===== src/rtl/score_sequencer.sv =====
// Score sequencer: arbitrates line-clear and drop-point events and issues BCD
// increments to the scoreboard accumulator. Define SCORE_SEQ_STATS_EN for line/tetris counters.
module score_sequencer #(
   parameter int LEVEL_W  = 4,
   parameter int DROP_W   = 7,
   parameter int DROP_MAX = 99
) (
   input  logic               clk,
   input  logic               reset,
   input  logic               freeze,
   input  logic [LEVEL_W-1:0] level,
   input  logic               lc_valid,
   input  logic [2:0]         lc_lines,
   output logic               lc_ready,
   input  logic               drop_valid,
   input  logic [DROP_W-1:0]  drop_pts,
   output logic               drop_ready,
   output logic [15:0]        add_digits,
   output logic               add_valid,
   output logic               busy
`ifdef SCORE_SEQ_STATS_EN
   ,
   output logic [9:0]         lines_total,
   output logic [7:0]         tetris_count
`endif
);

   // state      | meaning
   // IDLE       | waiting for a pending slot; grants when not frozen
   // LC_ISSUE   | issuing line-clear base (level+1) times, rep counts down
   // DROP_ISSUE | issuing the drop-point increment once
   typedef enum logic [1:0] {IDLE, LC_ISSUE, DROP_ISSUE} state_t;

   state_t              state;
   logic                lc_pend;
   logic                drop_pend;
   logic [2:0]          lc_lines_q;
   logic [DROP_W-1:0]   drop_pts_q;
   logic [LEVEL_W-1:0]  rep;
   logic [15:0]         digits_q;
   logic                last_grant_lc;

   logic [15:0]         lc_base;
   logic                lc_ok;
   logic [DROP_W-1:0]   drop_clamped;
   logic [6:0]          drop_bin;
   logic [15:0]         drop_bcd;
   logic                grant_lc;
   logic                grant_drop;

   always_comb begin
      lc_base = 16'h0000;
      lc_ok   = 1'b1;
      case (lc_lines_q)
         3'd1:    lc_base = 16'h0040;
         3'd2:    lc_base = 16'h0100;
         3'd3:    lc_base = 16'h0300;
         3'd4:    lc_base = 16'h1200;
         default: lc_ok   = 1'b0;
      endcase
   end

   always_comb begin
      drop_clamped = (drop_pts_q > DROP_W'(DROP_MAX)) ? DROP_W'(DROP_MAX) : drop_pts_q;
      drop_bin     = 7'(drop_clamped);
      drop_bcd     = {8'h00, 4'(drop_bin / 7'd10), 4'(drop_bin % 7'd10)};
   end

   // Round-robin only matters when both slots are pending.
   assign grant_lc   = lc_pend && (!drop_pend || !last_grant_lc);
   assign grant_drop = drop_pend && !grant_lc;

   assign lc_ready   = !lc_pend;
   assign drop_ready = !drop_pend;
   assign busy       = (state != IDLE) || lc_pend || drop_pend;

`ifdef SCORE_SEQ_STATS_EN
   logic [10:0] lines_sum;
   assign lines_sum = {1'b0, lines_total} + 11'(lc_lines_q);
`endif

   always_ff @(posedge clk) begin
      if (reset) begin
         state         <= IDLE;
         lc_pend       <= 1'b0;
         drop_pend     <= 1'b0;
         lc_lines_q    <= '0;
         drop_pts_q    <= '0;
         rep           <= '0;
         digits_q      <= '0;
         last_grant_lc <= 1'b0;
         add_digits    <= '0;
         add_valid     <= 1'b0;
`ifdef SCORE_SEQ_STATS_EN
         lines_total   <= '0;
         tetris_count  <= '0;
`endif
      end else begin
         if (lc_valid && !lc_pend) begin
            lc_pend    <= 1'b1;
            lc_lines_q <= lc_lines;
         end
         if (drop_valid && !drop_pend) begin
            drop_pend  <= 1'b1;
            drop_pts_q <= drop_pts;
         end

         case (state)
            IDLE: begin
               if (!freeze && grant_lc) begin
                  last_grant_lc <= 1'b1;
                  if (lc_ok) begin
                     state      <= LC_ISSUE;
                     digits_q   <= lc_base;
                     add_digits <= lc_base;
                     add_valid  <= 1'b1;
                     rep        <= level;
`ifdef SCORE_SEQ_STATS_EN
                     lines_total <= (lines_sum > 11'd1023) ? 10'd1023 : lines_sum[9:0];
                     if (lc_lines_q == 3'd4 && tetris_count != 8'hFF)
                        tetris_count <= tetris_count + 8'd1;
`endif
                  end else begin
                     lc_pend <= 1'b0;
                  end
               end else if (!freeze && grant_drop) begin
                  last_grant_lc <= 1'b0;
                  state         <= DROP_ISSUE;
                  digits_q      <= drop_bcd;
                  add_digits    <= drop_bcd;
                  add_valid     <= 1'b1;
               end
            end

            // An add presented last cycle is always counted, even if freeze
            // rises now; freeze only suppresses the next presentation.
            LC_ISSUE: begin
               if (add_valid) begin
                  if (rep == '0) begin
                     lc_pend    <= 1'b0;
                     add_valid  <= 1'b0;
                     add_digits <= '0;
                     state      <= IDLE;
                  end else begin
                     rep        <= rep - 1'b1;
                     add_valid  <= !freeze;
                     add_digits <= freeze ? 16'h0000 : digits_q;
                  end
               end else if (!freeze) begin
                  add_valid  <= 1'b1;
                  add_digits <= digits_q;
               end
            end

            DROP_ISSUE: begin
               if (add_valid) begin
                  drop_pend  <= 1'b0;
                  add_valid  <= 1'b0;
                  add_digits <= '0;
                  state      <= IDLE;
               end else if (!freeze) begin
                  add_valid  <= 1'b1;
                  add_digits <= digits_q;
               end
            end

            default: begin
               state      <= IDLE;
               add_valid  <= 1'b0;
               add_digits <= '0;
            end
         endcase
      end
   end

endmodule


===== config.mk =====
export PLATFORM = sky130hd
export DESIGN_NAME = score_sequencer
export DESIGN_NICKNAME = d
export VERILOG_FILES = /design/src/rtl/score_sequencer.sv
export SDC_FILE = /design/constraint.sdc
export NUM_CORES = 1
export LEC_CHECK = 0
export CAP_MARGIN = 20
export CORE_MARGIN = 5
export CORE_UTILIZATION = 40
export DETAILED_ROUTE_END_ITERATION = 7
export MAX_ROUTING_LAYER = met4
export SLEW_MARGIN = 30
export SYNTH_ARGS = -nofsm -noshare
export SYNTH_HDL_FRONTEND = slang
export SYNTH_SLANG_ARGS = --single-unit

===== constraint.sdc =====
create_clock -name clk -period 7.3 [get_ports clk]
set_input_delay 1.825 -clock clk [delete_from_list [all_inputs] [get_ports clk]]
set_output_delay 1.825 -clock clk [all_outputs]
set_load 0.02 [all_outputs]

Word level (Yosys, flattened, before mapping)

Index checks and enable logic that the tools add are counted.

Bits of input ports: 19
Register bits: 52
Output and inout bits: 20
Logic and storage cells: 97

Divide/modulo/power cells: 2
Equal/unequal tests: 15
Muxes and demuxes: 43
Add/sub/neg operators: 1
Reduce and logical (&&, ||, !) cells: 25
Order comparisons: 1

Operators by type and width:

| cell                | count |
|---|---|
| $mux 16             | 8 |
| $pmux 13 s4         | 1 |
| $pmux 16 s3         | 1 |
| $mux 1              | 18 |
| $mux 4              | 4 |
| $ne 2x2->1 const B  | 7 |
| $mux 2              | 6 |
| $reduce_and 5->1    | 2 |
| $pmux 4 s2          | 1 |
| $div 7x4->7 const B | 1 |
| $gt 7x7->1 const B  | 1 |
| $mod 7x4->7 const B | 1 |
| $mux 7              | 1 |
| $eq 3x2->1 const B  | 2 |
| $logic_and 1x1->1   | 6 |
| $ne 3x3->1 const B  | 2 |
| $pmux 2 s3          | 1 |
| $reduce_bool 2->1   | 3 |
| $logic_not 1->1     | 5 |
| $logic_not 4->1     | 1 |
| $reduce_and 2->1    | 2 |
| $reduce_or 4->1     | 1 |
| $sub 4x1->4 const B | 1 |
| $eq 3x1->1 const B  | 1 |
| other kinds (8)     | 10 |

Longest topological paths before layout

Gate-level depths: netlist of the first run.

Depth after elaboration: 9
Gate-level depth with buffers: 21
Depth with buffers taken out: 19

Worst setup path before layout of the first run

Ideal clock, no wire load.

Kind: register to register
Start: register drop_pts_q[6]
End: register add_digits[1]
Required time: 7221 ps
Cell stages (with the launch flop): 21
Data arrival time: 3672 ps
Path slack: 3549 ps
Clock period less this slack: 3751 ps
Buffers on the path: 2
Setup time: 79 ps
Path through: dfxtp_1 > buf_4 > nand2_2 > and2_1 > ha_1 > buf_4 > o21a_1 > o21a_1 > inv_1 > ha_1 > nor2_1 > a22oi_1 > o21a_1 > a221o_1 > and2_1 > ha_1 > inv_1 > o31ai_2 > o311ai_1 > or4b_1 > o211ai_1

Word-level cells in the longest chain between the ends: 6

RTL lines:

| item                   | line | source |
|---|---|---|
| start, declared        | 38   | `logic [DROP_W-1:0] drop_pts_q;` |
| start signal, assigned | 105  | `drop_pts_q <= drop_pts;` |
| $gt 7x7->1             | 64   | `drop_clamped = (drop_pts_q > DROP_W'(DROP_MAX)) ? DROP_W'(DROP_MAX) : drop_pts_q;` |
| $mux 7 *               | 64   |  |
| $mod 7x4->7 *          | 66   | `drop_bcd = {8'h00, 4'(drop_bin / 7'd10), 4'(drop_bin % 7'd10)};` |
| $mux 16 *              | 126  | `end else if (!freeze && grant_drop) begin` |
| $mux 16 *              | 110  | `if (!freeze && grant_lc) begin` |
| $pmux 16 s3 *          | 108  | `case (state)` |
| end signal, assigned   | 115  | `add_digits <= lc_base;` |
| end signal, assigned   | 130  | `add_digits <= drop_bcd;` |
| end signal, assigned   | 147  | `add_digits <= freeze ? 16'h0000 : digits_q;` |
| end, declared          | 18   | `output logic [15:0] add_digits,` |

Every way passes the cells marked *; elsewhere a longest branch is shown, timed or not. The select of a mux whose other input is x is not followed.
A chain may end at the register's enable or synchronous reset.

Final worst setup path of the first run

Same ends and word-level chain as after synthesis.

==> impl_metrics.tcl, run 1 <==
set metrics [dict create \
    htree_num_levels 2 \
    cts_hold_buf 0 \
    synth_compound_area_share_pct 27.2 \
    seq_area_frac_synth_pct 35.1 \
    dr.max_layer_used "met4" \
    finalCritPeriodShare_pct 60.6 \
    wl_met1_um 3210 \
    powerDensity_mw_per_mm2 200 \
    cp_num_buf_inv 2 \
    dp_hpwl_um 4840 \
    maxSlewViolCount 0 \
    setup_viol_count_final 0 \
    synth_cells 335 \
    die_h_um 91.9 \
    slowest_stage "dfxtp_1" \
    ys.warnings.count 0 \
    timing.fmax_mhz 226 \
    dieWidth_um 91.9 \
    cts_buffers 5 \
    dp.cells 432 \
    start_util_pct 41.7 \
    crit_path_max_fanout 17 \
    end_kind "flop" \
    grt_pass1_vias 2282 \
    drt_iter0_markers 173 \
    io_pins 39 \
    fin_skew_ns 0.0141 \
    ir_drop_v 0.000128 \
    n_fill_cell 625 \
    core_mm2 0.00642 \
    critPathMaxStageDelay_ns 0.64 \
    required_ns 7.52 \
    ys_ff_latch 47 \
    dr_total_vias 2474 \
    grt_overflow 0 \
    tns_ns 0 \
    met3_length_um 213 \
    gp_congestion 0.906 \
    gr-usage-all-layers_pct 16.1 \
    critPathLaunchType "flop" \
    layout-drive-gt1-share_pct 5.79 \
    synth_xor_area_share_pct 0.653 \
    area_delta_synth_final_pct 19.4 \
    synth_top_family_by_area "compound AO/OA/AOI/OAI gates" \
    finalCriticalPeriod_ns 4.42 \
    hold_path_class "flop to flop" \
    slew-limit-headroom_pct 39.0 \
    drc 0 \
    routed_via_density 5.62 \
    synth_cell_type_count 72 \
    synthTopCellsByArea "dfxtp_1, nor2_1, a21oi_1" \
    tightestPinTransition_ns 0.912 \
    dieArea_mm2 0.00844 \
    mappedNetlistArea_mm2 0.00268 \
    grt_pass1_wl_um 11000 \
    drt_first_pass_iters 4 \
    syn_nets 358 \
    hold_viol_final 0 \
    synth_top_area_share_pct 35.1 \
    outcome "finished clean" \
    cts.clk_slew.worst_paths_ns 0.09 \
    io_buffers 38 \
    fin_nets 385 \
    cts-root-buf "clkbuf_8" \
    synth_ff_type "dfxtp_1" \
    drt-total-wl_um 6620 \
    diodes 0 \
    post_cts_buffers 0 \
    synth_top_area_cell "dfxtp_1" \
    synth_edf_count 0 \
    rsz0062_at_grt "no" \
    arrival_ns 4.65 \
    clk_path_buf_depth 2 \
    postSynth.asyncResetShare_pct 0 \
    yosys-top-cells-count "nor2_1, dfxtp_1, a21oi_1" \
    wl_met2_um 3100 \
    p_leak_uw 0.00121 \
    std_cell_rows 29 \
    antenna_found_initial 0 \
    synth_mux_area_share_pct 4.20 \
    wl_per_cell_um 15.0 \
    clock_sinks 47 \
    cts_resized 0 \
    grt_max_degree 38 \
    fin_cells 440 \
    clk_latency_ns 0.30 \
    ant_nets 0 \
    crit_chain "nand2_2 > and2_1 > ha_1 > o21a_1 > o21a_1 > inv_1 > ha_1 > nor2_1 > a22oi_1 > o21a_1 > a221o_1 > and2_1 > ha_1 > inv_1 > o31ai_2 > o311ai_1 > or4b_1 > o211ai_1" \
    synth.most_common_cell "nor2_1" \
    drv_cap 0 \
    cts_tree "yes" \
    yosys.area_share.simple_pct 26.0 \
    final_util_pct 49.8 \
    path_class "flop to flop" \
    avgSynthCellArea_um2 8.00 \
    critPathTopFamily "compound AO/OA/AOI/OAI gates" \
    synthAdderAreaFrac_pct 1.87 \
]
==> metrics by stage <==
step | total power, µW | area, µm² | hold WS, ns | worst slack (ns)
2_1_floorplan | 398 | 2680 | 0.419 | 3.55
3_3_place_gp | 446 | 3080 | 0.437 | 2.79
3_5_place_dp | 445 | 3080 | 0.439 | 2.81
4_1_cts | 645 | 3200 | 0.453 | 2.93
5_1_grt | 673 | 3200 | 0.486 | 2.57
6_report | 640 | 3200 | 0.451 | 2.88
==> where the power goes <==
group	switching [µW]	internal, µW
sequential	18.0	270
combinational	85.3	67.5
clock	96.0	103
==> placed cells by master, fill, tap and decap left out, drive strengths merged, types with 3 or more instances in the layout <==
cell type      count
o31ai              3
mux2i              9
inv               14
o211ai             3
clkdlybuf4s50     38
o21ai              9
a22oi             10
nor3              11
and2              10
nand2             25
nand3b             3
nand2b             4
a21oi             26
nor2              55
a31oi              3
dfxtp             47
or3                3
or2                3
a22o               5
ha                 4
o311ai             3
nor3b              4
nor2b              6
clkbuf             5
nand3              4
nor4               3
a211oi             5
o21a               4
a2bb2oi            4
==> final timing paths <==
| kind | start | to | slack [ns] | cells past startpoint |
|---|---|---|---|---|
| worst min-delay path | digits_q[2] | digits_q[2] | 0.45 | 2 |
| worst max-delay path | drop_pts_q[6] | add_digits[1] | 2.88 | 18 |
| worst min register to register | digits_q[2] | digits_q[2] | 0.45 | 2 |
| worst max register to register | drop_pts_q[6] | add_digits[1] | 2.88 | 18 |
==> worst reg2reg max path: stages, from the launching register on <==
cell	delay, ns
dfxtp_1	0.64
nand2_2	0.16
and2_1	0.19
ha_1	0.29
o21a_1	0.23
o21a_1	0.20
inv_1	0.13
ha_1	0.22
nor2_1	0.09
a22oi_1	0.30
o21a_1	0.39
a221o_1	0.19
and2_1	0.13
ha_1	0.18
inv_1	0.07
o31ai_2	0.07
o311ai_1	0.20
or4b_1	0.56
o211ai_1	0.10
==> cells by family (layout without fill, tap and decap cells) <==
family / after synthesis / in the layout
DFF: 47 / 47
AOI/OAI and AO/OA: 99 / 99
adders and majority gates: 4 / 4
buffers and inverters: 32 / 60
and+or+nand+nor: 140 / 140
xor gates and xnor gates: 2 / 2
muxes: 11 / 11
==> state kept, by name, summed over array words and instances (netlist names) <==
name / flops
lc_pend: 1
add_valid: 1
drop_pts_q: 7
state: 2
digits_q: 11
last_grant_lc: 1
add_digits: 16
rep: 4
lc_lines_q: 3
drop_pend: 1
==> routing by layer <==
metal  track usage [%]  vias to the layer above
li1                  -                     1276
met1              21.2                     1143
met2              25.2                       47
met4              4.95                        0
met5                 -                        -
met3              2.95                        8
==> cell type report <==
cell class / count / area (µm²) / area share, %
clock buffers: 5 / 68.8 / 2.15
inverters: 13 / 48.8 / 1.52
flip-flops and latches: 47 / 941 / 29.4
well taps: 77 / 96.3 / 3.01
clock inverters: 3 / 46.3 / 1.45
multi-input cells: 256 / 1610 / 50.4
repair buffers: 39 / 388 / 12.1
(Power assumes the default switching activity.)
==> run 2, diff against run 1 <==
==> constraint.sdc (replaced) <==
create_clock -name clk -period 4.35 [get_ports clk]
set_input_delay 1.0875 -clock clk [delete_from_list [all_inputs] [get_ports clk]]
set_output_delay 1.0875 -clock clk [all_outputs]
set_load 0.02 [all_outputs]
==> impl_metrics.tcl, run 2 (synthesis results as in run 1) <==
set metrics [dict create \
    outcome "finished clean" \
    tightestPinTransition_ns 0.890 \
    cts_tree "yes" \
    final_common_cell "nor2_1" \
    grt_overflow 0 \
    drv_cap 0 \
    grt_pass1_vias 2374 \
    cts-root-buf "clkbuf_8" \
    gp_congestion 0.881 \
    r2r_setup_slack_ns 0.53 \
    rsz0062_at_grt "no" \
    tns_ns 0 \
    critPathLaunchType "flop" \
    arrival_ns 4.05 \
    routed_via_density 5.66 \
    cts_resized 0 \
    drc 0 \
    gr-usage-all-layers_pct 16.5 \
    diodes 0 \
    crit_path_max_fanout 5 \
    finalCriticalPeriod_ns 3.82 \
    clock_sinks 47 \
    io_pins 39 \
    hold_path_class "flop to flop" \
    mostFrequentLayoutCells "nor2_1, dfxtp_1, clkdlybuf4s50_1" \
    std_cell_rows 29 \
    dieArea_mm2 0.00844 \
    largestRegisters "add_digits x16, digits_q x11, drop_pts_q x7" \
    dieWidth_um 91.9 \
    io_buffers 38 \
    grt_pass1_wl_um 11400 \
    cts_hold_buf 0 \
    powerDensity_mw_per_mm2 315 \
    clk_path_buf_depth 2 \
    wl_per_cell_um 15.1 \
    timing.fmax_mhz 262 \
    slew-limit-headroom_pct 40.5 \
    p_leak_uw 0.00124 \
    ir_drop_v 0.000190 \
    required_ns 4.58 \
    end_kind "flop" \
    ant_nets 0 \
    fin_skew_ns 0.00603 \
    layout-drive-gt1-share_pct 7.03 \
    drt_iter0_markers 152 \
    drt_first_pass_iters 4 \
    cts.clk_slew.worst_paths_ns 0.08 \
    dp_hpwl_um 5100 \
    antenna_found_initial 0 \
    post_cts_buffers 0 \
    maxSlewViolCount 0 \
    setup_viol_count_final 0 \
    grt_max_degree 24 \
    finalCritPeriodShare_pct 87.8 \
    fin_nets 392 \
    start_util_pct 41.7 \
    drt-total-wl_um 6760 \
    clk_latency_ns 0.29 \
    cts_buffers 5 \
    largest_reg_flops 16 \
    area_delta_synth_final_pct 20.4 \
    core_mm2 0.00642 \
    die_h_um 91.9 \
    dr_total_vias 2528 \
    largest-register "add_digits" \
    path_class "flop to flop" \
    final_util_pct 50.3 \
    htree_num_levels 2 \
    hold_viol_final 0 \
]
## run 2: cell count changes in the layout (fill, tap and decap cells not counted), sizes merged
| cell | previous run | this run |
|---|---|---|
| clkinvlp | 1 | 0 |
| clkinv | 0 | 1 |
| buf | 1 | 8 |
| inv | 14 | 13 |
| bufinv | 1 | 0 |
| clkbuf | 5 | 7 |
## run 2: power breakdown
| group | internal (µW) | leakage [µW] | switching [µW] |
|---|---|---|---|
| combinational | 118 | 0.000810 | 149 |
| clock | 130 | 0.0000484 | 141 |
| sequential | 452 | 0.000382 | 25.9 |
## run 2: routing by layer
layer | track usage, % | part of all wire, %
met5 | - | 0
met4 | 2.23 | 0.64
met3 | 2.78 | 3.7
met2 | 27.4 | 47
met1 | 21.6 | 49
## run 2: area by class of cell
cell class                 instances  area [µm²]
fill                             639        3190
tap                               77        96.3
clock buffer                       7        86.3
clock inverter                     1        8.76
multi-input combinational        256        1610
inverter                          13        48.8
sequential                        47         941
timing repair buffer              46         440
## run 2: metrics by stage
step / instances / hold WS, ns / total power (µW) / setup WS [ns] / cell area [µm²]
2_1_floorplan: 335 / 0.419 / 668 / 0.599 / 2680
3_3_place_gp: 439 / 0.440 / 755 / 0.698 / 3130
3_5_place_dp: 439 / 0.438 / 754 / 0.571 / 3130
4_1_cts: 447 / 0.450 / 1030 / 0.526 / 3230
5_1_grt: 447 / 0.476 / 1080 / 0.171 / 3230
6_report: 447 / 0.450 / 1020 / 0.533 / 3230
## run 2: worst paths after layout
| kind | startpoint | endpoint | cells past startpoint |
|---|---|---|---|
| worst max-delay path | drop_pts_q[5] | digits_q[1] | 19 |
| worst min-delay path | digits_q[2] | digits_q[2] | 2 |
| worst max register to register | drop_pts_q[5] | digits_q[1] | 19 |
| worst min register to register | digits_q[2] | digits_q[2] | 2 |
## run 2: worst max-delay path, cell delays in order (launching register included)
cell,delay (ns)
dfxtp_1,0.36
nand2_2,0.09
and2_1,0.17
ha_1,0.20
nand4b_1,0.10
o21a_1,0.17
inv_1,0.10
ha_1,0.23
nor2_1,0.21
a22oi_1,0.15
o21a_1,0.29
buf_4,0.17
a21oi_1,0.16
and2_1,0.15
ha_1,0.17
inv_1,0.07
o31ai_2,0.08
o311ai_1,0.20
or4b_1,0.56
nand3_1,0.11
